==> src/rtl/ceyloniac_regfile_pkg.sv <==
// Shared register-file types and defaults used by the writeback arbiter and
// round-robin arbiter.
package ceyloniac_regfile_pkg;

  localparam int DEFAULT_DATA_WIDTH = 32;
  localparam int DEFAULT_ADDR_WIDTH = 5;

  localparam logic [DEFAULT_ADDR_WIDTH-1:0] REG_ZERO = '0;

  typedef struct packed {
    logic [DEFAULT_ADDR_WIDTH-1:0] addr;
    logic [DEFAULT_DATA_WIDTH-1:0] data;
  } wb_req_t;

endpackage

==> src/rtl/ceyloniac_rr_arbiter.sv <==
// Combinational round-robin arbiter: scan starts one past last_grant and the
// first asserted request wins a one-hot grant.
module ceyloniac_rr_arbiter
  import ceyloniac_regfile_pkg::*;
#(
  parameter int NUM_REQ = 3
) (
  input  logic [NUM_REQ-1:0]         req,
  input  logic [$clog2(NUM_REQ)-1:0] last_grant,
  output logic [NUM_REQ-1:0]         grant
);

  logic found;

  // Outer loop walks priority order, inner loop keeps every bit index constant.
  always_comb begin
    grant = '0;
    found = 1'b0;
    for (int k = 1; k <= NUM_REQ; k++) begin
      for (int i = 0; i < NUM_REQ; i++) begin
        if (!found && req[i] && (i == ((int'(last_grant) + k) % NUM_REQ))) begin
          grant[i] = 1'b1;
          found    = 1'b1;
        end
      end
    end
  end

endmodule

==> src/rtl/ceyloniac_regfile_wb_arbiter.sv <==
// Register-file writeback port sharing with a per-register busy scoreboard.
// Optional forwarding outputs are enabled by defining CEYLONIAC_WB_BYPASS_EN.
module ceyloniac_regfile_wb_arbiter
  import ceyloniac_regfile_pkg::*;
#(
  parameter int REG_DATA_WIDTH = DEFAULT_DATA_WIDTH,
  parameter int REG_ADDR_WIDTH = DEFAULT_ADDR_WIDTH,
  parameter int NUM_REQ        = 3
) (
  input  logic                               clk,
  input  logic                               rst_n,
  input  logic [NUM_REQ-1:0]                 req_valid,
  input  logic [NUM_REQ*REG_ADDR_WIDTH-1:0]  req_addr,
  input  logic [NUM_REQ*REG_DATA_WIDTH-1:0]  req_data,
  output logic [NUM_REQ-1:0]                 req_ready,
  output logic                               rf_write_enable,
  output logic [REG_ADDR_WIDTH-1:0]          rf_write_addr,
  output logic [REG_DATA_WIDTH-1:0]          rf_write_data,
  input  logic                               rsv_valid,
  input  logic [REG_ADDR_WIDTH-1:0]          rsv_addr,
  input  logic [REG_ADDR_WIDTH-1:0]          query_addr1,
  input  logic [REG_ADDR_WIDTH-1:0]          query_addr2,
  output logic                               query_busy1,
  output logic                               query_busy2
`ifdef CEYLONIAC_WB_BYPASS_EN
  ,
  output logic                               fwd_hit1,
  output logic                               fwd_hit2,
  output logic [REG_DATA_WIDTH-1:0]          fwd_data1,
  output logic [REG_DATA_WIDTH-1:0]          fwd_data2
`endif
);

  localparam int GW   = $clog2(NUM_REQ);
  localparam int NREG = 1 << REG_ADDR_WIDTH;
  localparam logic [REG_ADDR_WIDTH-1:0] ZERO_ADDR = REG_ADDR_WIDTH'(REG_ZERO);

  logic [NUM_REQ-1:0]        grant;
  logic [GW-1:0]             last_grant;
  logic [GW-1:0]             grant_idx;
  logic [REG_ADDR_WIDTH-1:0] sel_addr;
  logic [REG_DATA_WIDTH-1:0] sel_data;
  logic                      handshake;
  logic [NREG-1:0]           busy;

  ceyloniac_rr_arbiter #(.NUM_REQ(NUM_REQ)) u_arb (
    .req        (req_valid),
    .last_grant (last_grant),
    .grant      (grant)
  );

  assign req_ready = grant;
  assign handshake = |grant;

  always_comb begin
    sel_addr  = '0;
    sel_data  = '0;
    grant_idx = '0;
    for (int i = 0; i < NUM_REQ; i++) begin
      if (grant[i]) begin
        sel_addr  = req_addr[i*REG_ADDR_WIDTH +: REG_ADDR_WIDTH];
        sel_data  = req_data[i*REG_DATA_WIDTH +: REG_DATA_WIDTH];
        grant_idx = GW'(i);
      end
    end
  end

  // Register 0 still completes its handshake but never reaches the file.
  always_ff @(posedge clk or negedge rst_n) begin
    if (!rst_n) begin
      last_grant      <= GW'(NUM_REQ - 1);
      rf_write_enable <= 1'b0;
      rf_write_addr   <= '0;
      rf_write_data   <= '0;
    end else if (handshake) begin
      last_grant      <= grant_idx;
      rf_write_enable <= (sel_addr != ZERO_ADDR);
      rf_write_addr   <= sel_addr;
      rf_write_data   <= sel_data;
    end else begin
      rf_write_enable <= 1'b0;
    end
  end

  // Reserve is applied after the commit clear so a new producer wins.
  always_ff @(posedge clk or negedge rst_n) begin
    if (!rst_n) begin
      busy <= '0;
    end else begin
      if (handshake) busy[sel_addr] <= 1'b0;
      if (rsv_valid && (rsv_addr != ZERO_ADDR)) busy[rsv_addr] <= 1'b1;
    end
  end

`ifdef CEYLONIAC_WB_BYPASS_EN
  assign fwd_hit1    = rf_write_enable && (rf_write_addr == query_addr1) && (query_addr1 != ZERO_ADDR);
  assign fwd_hit2    = rf_write_enable && (rf_write_addr == query_addr2) && (query_addr2 != ZERO_ADDR);
  assign fwd_data1   = rf_write_data;
  assign fwd_data2   = rf_write_data;
  assign query_busy1 = busy[query_addr1] && (query_addr1 != ZERO_ADDR) && !fwd_hit1;
  assign query_busy2 = busy[query_addr2] && (query_addr2 != ZERO_ADDR) && !fwd_hit2;
`else
  assign query_busy1 = busy[query_addr1] && (query_addr1 != ZERO_ADDR);
  assign query_busy2 = busy[query_addr2] && (query_addr2 != ZERO_ADDR);
`endif

endmodule
==> config.mk <==
export PLATFORM = sky130hd
export DESIGN_NAME = ceyloniac_regfile_wb_arbiter
export DESIGN_NICKNAME = d
export VERILOG_FILES = /design/src/rtl/ceyloniac_regfile_pkg.sv /design/src/rtl/ceyloniac_rr_arbiter.sv /design/src/rtl/ceyloniac_regfile_wb_arbiter.sv
export SDC_FILE = /design/constraint.sdc
export NUM_CORES = 1
export LEC_CHECK = 0
export ABC_AREA = 1
export CAP_MARGIN = 15
export CORE_ASPECT_RATIO = 0.8
export CORE_UTILIZATION = 44
export DETAILED_ROUTE_END_ITERATION = 16
export GPL_ROUTABILITY_DRIVEN = 1
export PLACE_DENSITY = 0.8
export RECOVER_POWER = 50
export SYNTH_ARGS = -nofsm -noshare
export SYNTH_HDL_FRONTEND = slang
export SYNTH_SLANG_ARGS = --single-unit
==> constraint.sdc <==
create_clock -name clk -period 3.23 [get_ports clk]
set_input_delay 0.969 -clock clk [delete_from_list [all_inputs] [get_ports clk]]
set_output_delay 0.969 -clock clk [all_outputs]
set_load 0.02 [all_outputs]
Word level (Yosys, flattened, before mapping) --
Index checks and enable logic that the tools add are counted.
Cells by class: $add $sub $neg 3, divide/modulo/power cells 3, magnitude comparators 6, equal/unequal tests 6, mux-type cells 35, bitwise operators 3, reduce and logical (&&, ||, !) cells 38
Operator list (number):
- $mux W32 | 5
- $eq A2 B32 Y1 const A | 3
- $eq A3 B32 Y1 const A | 3
- $logic_not A32 Y1 | 3
- $mod A32 B3 Y32 const B | 3
- $and A32 B32 Y32 | 1
- $not A32 Y32 | 1
- $or A32 B32 Y32 | 1
- $lt A5 B6 Y1 const B | 4
- $logic_and A1 B1 Y1 | 22
- $mux W1 | 22
- $reduce_bool A5 Y1 | 4
- $mux W5 | 3
- $bmux W1 S5 | 2
- $demux W1 S5 | 2
- $ge A5 B1 Y1 const B | 2
- $logic_not A1 Y1 | 8
- $add A2 B2 Y3 const B | 2
- $add A2 B1 Y3 const B | 1
- $reduce_or A3 Y1 | 1
- $mux W2 | 1
Storage, ports and cells: register bits after elaboration 72, input bits 132, output and inout port bits 43, logic and storage cells 99

Logic depth before layout (Yosys ltp) --
Gate-level depths: netlist (run 1).
word-level depth 47, gate-level depth with buffers 17, depth with buffers taken out 16

By module --
A second synthesis (run 1) with hierarchy kept.
Unflattened totals: cells, all modules 640, area, all modules 4429.2 µm²
Modules (own cells, without submodules):
- ceyloniac_regfile_wb_arbiter | times used 1, cells each 604, area each 4246.6 µm², seq. area each 1803.0 µm²
- ceyloniac_rr_arbiter | times used 1, cells each 36, area each 182.7 µm², seq. area each 0.0 µm²

Least setup slack after synthesis (run 1) --
Ideal clock, no wire load.
path type input port to output port, from input port query_addr2[0], to output port query_busy2, arrival 2.270 ns, required time 2.261 ns, slack -0.009 ns, cell stages on the path 8, path buffers 2, cells stage by stage clkbuf_1 clkbuf_1 o21ai_0 o21ai_0 o21ai_0 nand2_1 a31oi_1 a21oi_1
Between the ends: cells in the longest elaborated chain, start to end 3, elaborated cells between the ends (all ways) 4, those cells by class mux: 2; reduce/logical: 2
RTL lines:
- start, declared | line ceyloniac_regfile_wb_arbiter.sv:22 | input logic [REG_ADDR_WIDTH-1:0] query_addr2,
- $bmux W1 S5 | line ceyloniac_regfile_wb_arbiter.sv:104 | assign query_busy2 = busy[query_addr2] && (query_addr2 != ZERO_ADDR);
- $mux W1 (not written as such) | line ceyloniac_regfile_wb_arbiter.sv:104
- $logic_and A1 B1 Y1 (*) | line ceyloniac_regfile_wb_arbiter.sv:104
- end, declared | line ceyloniac_regfile_wb_arbiter.sv:24 | output logic query_busy2
Every way passes the cells marked *; elsewhere a longest branch is shown, timed or not. The select of a mux whose other input is x is not followed.

Final worst setup path (run 1) --
from input port query_addr1[0], to output port query_busy1
Between the ends: cells in the longest elaborated chain, start to end 3, elaborated cells between the ends (all ways) 4, those cells by class mux: 2; reduce/logical: 2
RTL lines:
- start, declared | line ceyloniac_regfile_wb_arbiter.sv:21 | input logic [REG_ADDR_WIDTH-1:0] query_addr1,
- $bmux W1 S5 | line ceyloniac_regfile_wb_arbiter.sv:103 | assign query_busy1 = busy[query_addr1] && (query_addr1 != ZERO_ADDR);
- $mux W1 (not written as such) | line ceyloniac_regfile_wb_arbiter.sv:103
- $logic_and A1 B1 Y1 (*) | line ceyloniac_regfile_wb_arbiter.sv:103
- end, declared | line ceyloniac_regfile_wb_arbiter.sv:23 | output logic query_busy1,
Marked as above.

==> results of run 1 <==
final cells by class:
cell class                 count  area, sq um
inverter                      38          143
fill                         750         2650
tap                          136          170
clock inverter                 3         65.1
multi-input combinational    469         2320
clock buffer                  13          250
timing repair buffer         228         2250
sequential                    72         1800
routing by layer:
metal	GRT usage, %	up-vias	share of wire, %
met5	0	-	0
met4	10.1	0	2.3
met3	8.48	41	9.1
met2	52.0	282	45
met1	46.3	2535	43
li1	-	2470	-
through the flow:
step / util, % / TNS (ns) / hold WS (ns) / instances
finish: 72.6 / 0 / 0.472 / 959
detailed placement: 67.2 / -6.16 / 0.460 / 933
floorplan: - / 0 / 0.441 / 611
CTS: 71.9 / 0 / 0.474 / 958
global placement: 67.2 / -4.03 / 0.459 / 933
global route: 72.6 / -0.0298 / 0.512 / 959
power groups by stage:
stage / clock network, W / registers [W] / logic, W
after floorplan: 0 / 0.00190 / 0.00231
after global placement: 0 / 0.00168 / 0.00416
after detailed placement: 0 / 0.00170 / 0.00426
after CTS: 0.00108 / 0.00169 / 0.00435
after global routing: 0.00111 / 0.00174 / 0.00472
final: 0.00107 / 0.00169 / 0.00437
synth_stat cells (all sizes together), types with 5 or more instances:
| library cell | n |
|---|---|
| a31oi | 5 |
| nor2 | 27 |
| clkbuf | 21 |
| o211ai | 5 |
| dfrtp | 71 |
| nand4 | 36 |
| a21oi | 21 |
| nor3 | 11 |
| inv | 38 |
| o21ai | 49 |
| nand3 | 66 |
| buf | 11 |
| nand2 | 236 |
registers in the layout (all words and copies together) (netlist names):
name,count
rf_write_addr,5
rf_write_enable,1
last_grant,2
rf_write_data,32
busy,32
kinds of logic after synthesis:
| kind of cell | Yosys count | share of synthesized area, % |
|---|---|---|
| simple gates | 378 | 39.7 |
| compound gates | 89 | 11.3 |
| flops | 72 | 41.3 |
| buf+inv | 70 | 7.13 |
| fa+ha+maj | 2 | 0.573 |
tightest hold or removal path, stage by stage, from the launching register on:
cell and delay [ns]:
dfrtp_1 0.34, nand2_1 0.05, nand2_1 0.05
worst paths after layout:
| kind | from | endpoint | slack (ns) | depth (start not counted) |
|---|---|---|---|---|
| max in group asynchronous | rst_n | rf_write_addr[0] | 0.92 | 2 |
| worst max-delay path | query_addr1[0] | query_busy1 | 0.06 | 9 |
| worst max register to register | last_grant[1] | busy[13] | 0.28 | 14 |
| worst min-delay path | busy[5] | busy[5] | 0.47 | 2 |
| worst min register to register | busy[5] | busy[5] | 0.47 | 2 |
| min in group asynchronous | rst_n | busy[24] | 0.95 | 1 |
repair_timing:
action	in CTS	in global routing
setup endpoints to repair	5	2
resized for setup	53	25
pin swaps	11	6
hold buffers	0	0
setup buffers	4	0
cloned	5	1
==> impl_metrics.yaml, run 1 <==
run_status:
  status: "complete, no violations"
die:
  start_util_pct: 45.3
  dieArea_sq_um: 10300
  io_pins: 175
  die_w_um: 113
  die_h_um: 91.1
  core.rowCount: 32
  coreArea_sq_um: 9650
logic_synthesis:
  synth.distinct_cells: 32
  ys_ff_latch: 72
  synth_area_leaders: "dfrtp_1 (41%), nand2_1 (19%), nand3_1 (7.1%)"
  yosysSeqAreaShare_pct: 41.3
  syn_area_per_cell_sq_um: 7.15
  syn_inst: 611
  syn_nets: 745
  ys_warn_count: 0
  synth_top_area_cell: "dfrtp_1"
  synth_flop_cell: "dfrtp_1"
  synth-async-reset-ratio_pct: 100
  synthesis.area_sq_um: 4370
  synth-edff-count: 0
  synth_top_area_share_pct: 40.7
detailed_routing:
  avgViaCountPerCell: 5.56
  drtIter0Drc: 426
  post-route-drc-count: 0
  wl_per_cell_um: 17.6
  vias: 5328
  first_pass_iters: 5
  drtAntennaViolNets: 0
  wirelength_mm: 16.8
clocking:
  h-tree-depth: 3
  cts_tree: "built"
  clock_sinks: 72
  cts_buffers: 9
  clk_pin_slew_ns: 0.06
  clockRootBuffer: "clkbuf_16"
  clkLatencyLatePin_ns: 0.34
  cts_max_path_buffers: 2
run:
  maxCapViolCount: 0
timing:
  setup_viol_count_final: 0
  min_period_ns: 3.17
  finClkSkew_ns: 0.00661
  worst_slew_pin_slew_ns: 1.42
  rsz0062_at_grt: "true"
  hold_violations: 0
  slew_viol_final: 0
  slew_headroom_pct: 5.52
  post-route-period-util_pct: 98.2
  setup_slack_ns: 0.0593
  fmax_mhz: 315
global_routing:
  grt_overflow: 0
  grt_pass1_vias: 5082
  grt_antenna_before_repair: 0
  grt_pass1_wl_mm: 26.6
  grt_usage_pct: 33.6
  grt_max_degree: 40
worst_setup_path:
  path_common_cell: "buf_6"
  worstSetupPathType: "input pin to output pin"
  slowest_delay_ns: 0.20
  worst-path-max-fanout: 9
  cp_top_family: "buffers and inverters"
  cp_num_buf_inv: 5
  slowest_stage: "o21ai_0"
  cp_cell_sequence: "buf_2 -> buf_6 -> buf_6 -> buf_12 -> o21ai_0 -> a21oi_1 -> o221ai_1 -> a32oi_1 -> buf_4"
  worstPathRequired_ns: 2.26
  startpoint_type: "input pin"
  arrival_ns: 2.20
  endpoint_kind: "output pin"
power:
  sw_frac_of_total_pct: 47.2
  p_comb_share_pct: 61.3
  p_int_w: 0.00377
  pwr-share-clk_pct: 15.0
  ir_drop_uv: 658
  total_power_w: 0.00713
  seq_power_share_pct: 23.7
  p_per_area_nw_per_um2: 1020
  power.leakage_nw: 3.21
  p_sw_w: 0.00337
final_layout:
  postLayoutCellArea_sq_um: 7000
  areaGrowthSynthToFinish_pct: 60.3
  diodes: 0
  final_cell_mix: "nand2_1 (225), clkdlybuf4s50_1 (139), dfrtp_1 (71)"
  final_nets: 952
  drive_gt1_share_pct: 14.6
  layout_commonest_cell: "nand2_1"
min_path:
  hold_path_class: "flop to flop"
placed_design:
  hpwl_mm: 12.5
  port_buffers: 174
  place_ws_ns: -0.759
  placed_area_sq_um: 6490
  gp_congestion: 0.878
(Power assumes the default switching activity.)
==> run 2, diff against run 1 <==
==> constraint.sdc (replaced) <==
create_clock -name clk -period 3.2 [get_ports clk]
set_input_delay 0.96 -clock clk [delete_from_list [all_inputs] [get_ports clk]]
set_output_delay 0.96 -clock clk [all_outputs]
set_load 0.02 [all_outputs]
==> impl_metrics.yaml, run 2 (same netlist as run 1, synthesis figures left out) <==
run_status:
  status: "finished, violations left"
  failed_checks: "capacitance limit, slew limit"
clocking:
  clockRootBuffer: "clkbuf_16"
  cts_buffers: 9
  clkLatencyLatePin_ns: 0.34
  clk_pin_slew_ns: 0.06
  hold_buffers: 0
  cts_tree: "built"
  cts_max_path_buffers: 2
  h-tree-depth: 3
  clock_sinks: 72
power:
  p_comb_share_pct: 62.4
  seq_power_share_pct: 24.7
  p_sw_w: 0.00334
  pwr-share-clk_pct: 12.9
  p_per_area_nw_per_um2: 1020
  ir_drop_uv: 548
  sw_frac_of_total_pct: 48.0
  power.leakage_nw: 3.13
  total_power_w: 0.00696
  p_int_w: 0.00362
timing:
  setup_viol_count_final: 0
  fmax_mhz: 316
  slew_headroom_pct: -18.2
  post-route-period-util_pct: 99.0
  hold_violations: 0
  holdWs_ns: 0.481
  slew_viol_final: 32
  finClkSkew_ns: 0.00744
  worst_slew_pin_slew_ns: 1.77
  rsz0062_at_grt: "false"
  min_period_ns: 3.17
min_path:
  hold_path_class: "flop to flop"
  holdPathStages: 2
global_routing:
  grt_antenna_before_repair: 0
  grt_usage_pct: 33.5
  grt_overflow: 0
  grt_max_degree: 42
  grt_pass1_vias: 5020
  grt_pass1_wl_mm: 26.5
die:
  dieArea_sq_um: 10300
  die_w_um: 113
  coreArea_sq_um: 9650
  io_pins: 175
  die_h_um: 91.1
  start_util_pct: 45.3
  core.rowCount: 32
final_layout:
  layout_commonest_cell: "nand2_1"
  top_regs: "busy: 32 flops, rf_write_data: 32 flops, rf_write_addr: 5 flops"
  final_nets: 948
  areaGrowthSynthToFinish_pct: 56.2
  postLayoutCoreUtil_pct: 70.7
  drive_gt1_share_pct: 12.9
  final_cell_mix: "nand2_1 (225), clkdlybuf4s50_1 (140), dfrtp_1 (71)"
  diodes: 0
  postLayoutCellArea_sq_um: 6830
  fillers: 763
detailed_routing:
  wirelength_mm: 16.5
  first_pass_iters: 5
  met1_length_mm: 7.24
  drtAntennaViolNets: 0
  top_layer: "met4"
  drtIter0Drc: 445
  met2_length_mm: 7.54
  post-route-drc-count: 0
  wl_per_cell_um: 17.3
  vias: 5243
  met3_length_mm: 1.41
  avgViaCountPerCell: 5.49
worst_setup_path:
  worst-path-max-fanout: 5
  arrival_ns: 2.21
  worstSetupPathType: "input pin to output pin"
  startpoint_type: "input pin"
  endpoint_kind: "output pin"
  rr_worst_depth: 18
  worstPathRequired_ns: 2.24
placed_design:
  hpwl_mm: 12.6
  port_buffers: 174
  placed_area_sq_um: 6490
  gp_congestion: 0.909
run:
  maxCapViolCount: 1
run 2: cell count changes in the layout (fill, tap and decap cells not counted), moves of 2 or more:
cell and change:
buf_6 -4, a21oi_1 +2, a21oi_2 -2, a31oi_1 +2, a31oi_2 -2, buf_4 +2, bufinv_16 -2, clkbuf_1 +2
nor2_1 +2, nor2_2 -2
run 2: cell type report:
type	instances	area, sq um	area share, %
multi-input cells	469	2280	33.3
clock inverters	1	5.00	0.0733
flip-flops and latches	72	1800	26.4
clock buffers	15	258	3.78
repair buffers	224	2170	31.8
inverters	38	143	2.09
well taps	136	170	2.49
run 2: final timing paths:
| path | from | end | slack, ns |
|---|---|---|---|
| min in group asynchronous | rst_n | busy[28] | 1.10 |
| setup / recovery | query_addr1[2] | query_busy1 | 0.03 |
| hold / removal | busy[5] | busy[5] | 0.48 |
| setup reg to reg | last_grant[1] | busy[18] | 0.39 |
| max in group asynchronous | rst_n | rf_write_data[13] | 1.08 |
| hold reg to reg | busy[5] | busy[5] | 0.48 |
run 2: repair_timing:
action	4_1_cts	5_1_grt
pin swaps	6	6
gates cloned	4	0
endpoints found under the setup margin	5	2
setup buffers	3	0
resized for setup	51	12
run 2: power by group through the flow:
| stage | sequential, W | combinational, W | clock, W |
|---|---|---|---|
| 6_report | 0.00172 | 0.00434 | 0.000900 |
| 5_1_grt | 0.00176 | 0.00472 | 0.000948 |
| 2_1_floorplan | 0.00192 | 0.00233 | 0 |
| 3_3_place_gp | 0.00171 | 0.00420 | 0 |
| 3_5_place_dp | 0.00172 | 0.00428 | 0 |
| 4_1_cts | 0.00171 | 0.00435 | 0.000907 |
run 2: through the flow:
stage	setup TNS [ns]	worst slack (ns)	cells
detailed placement	-6.57	-0.758	932
finish	0	0.0311	955
floorplan	0	0.0284	611
CTS	-0.00969	-0.00969	955
global placement	-4.52	-0.774	932
global route	0	0.00524	955
run 2: metal layers:
layer / vias up / track usage, %
met5: - / 0
met4: 0 / 9.65
met3: 24 / 7.48
met2: 263 / 51.8
met1: 2502 / 47.0
li1: 2454 / -
run 2: worst max-delay path, cell delays in order:
cell	delay, ns
clkdlybuf4s50_1	0.47
buf_4	0.18
nand2_1	0.06
o221ai_1	0.11
a32oi_1	0.24
buf_4	0.18
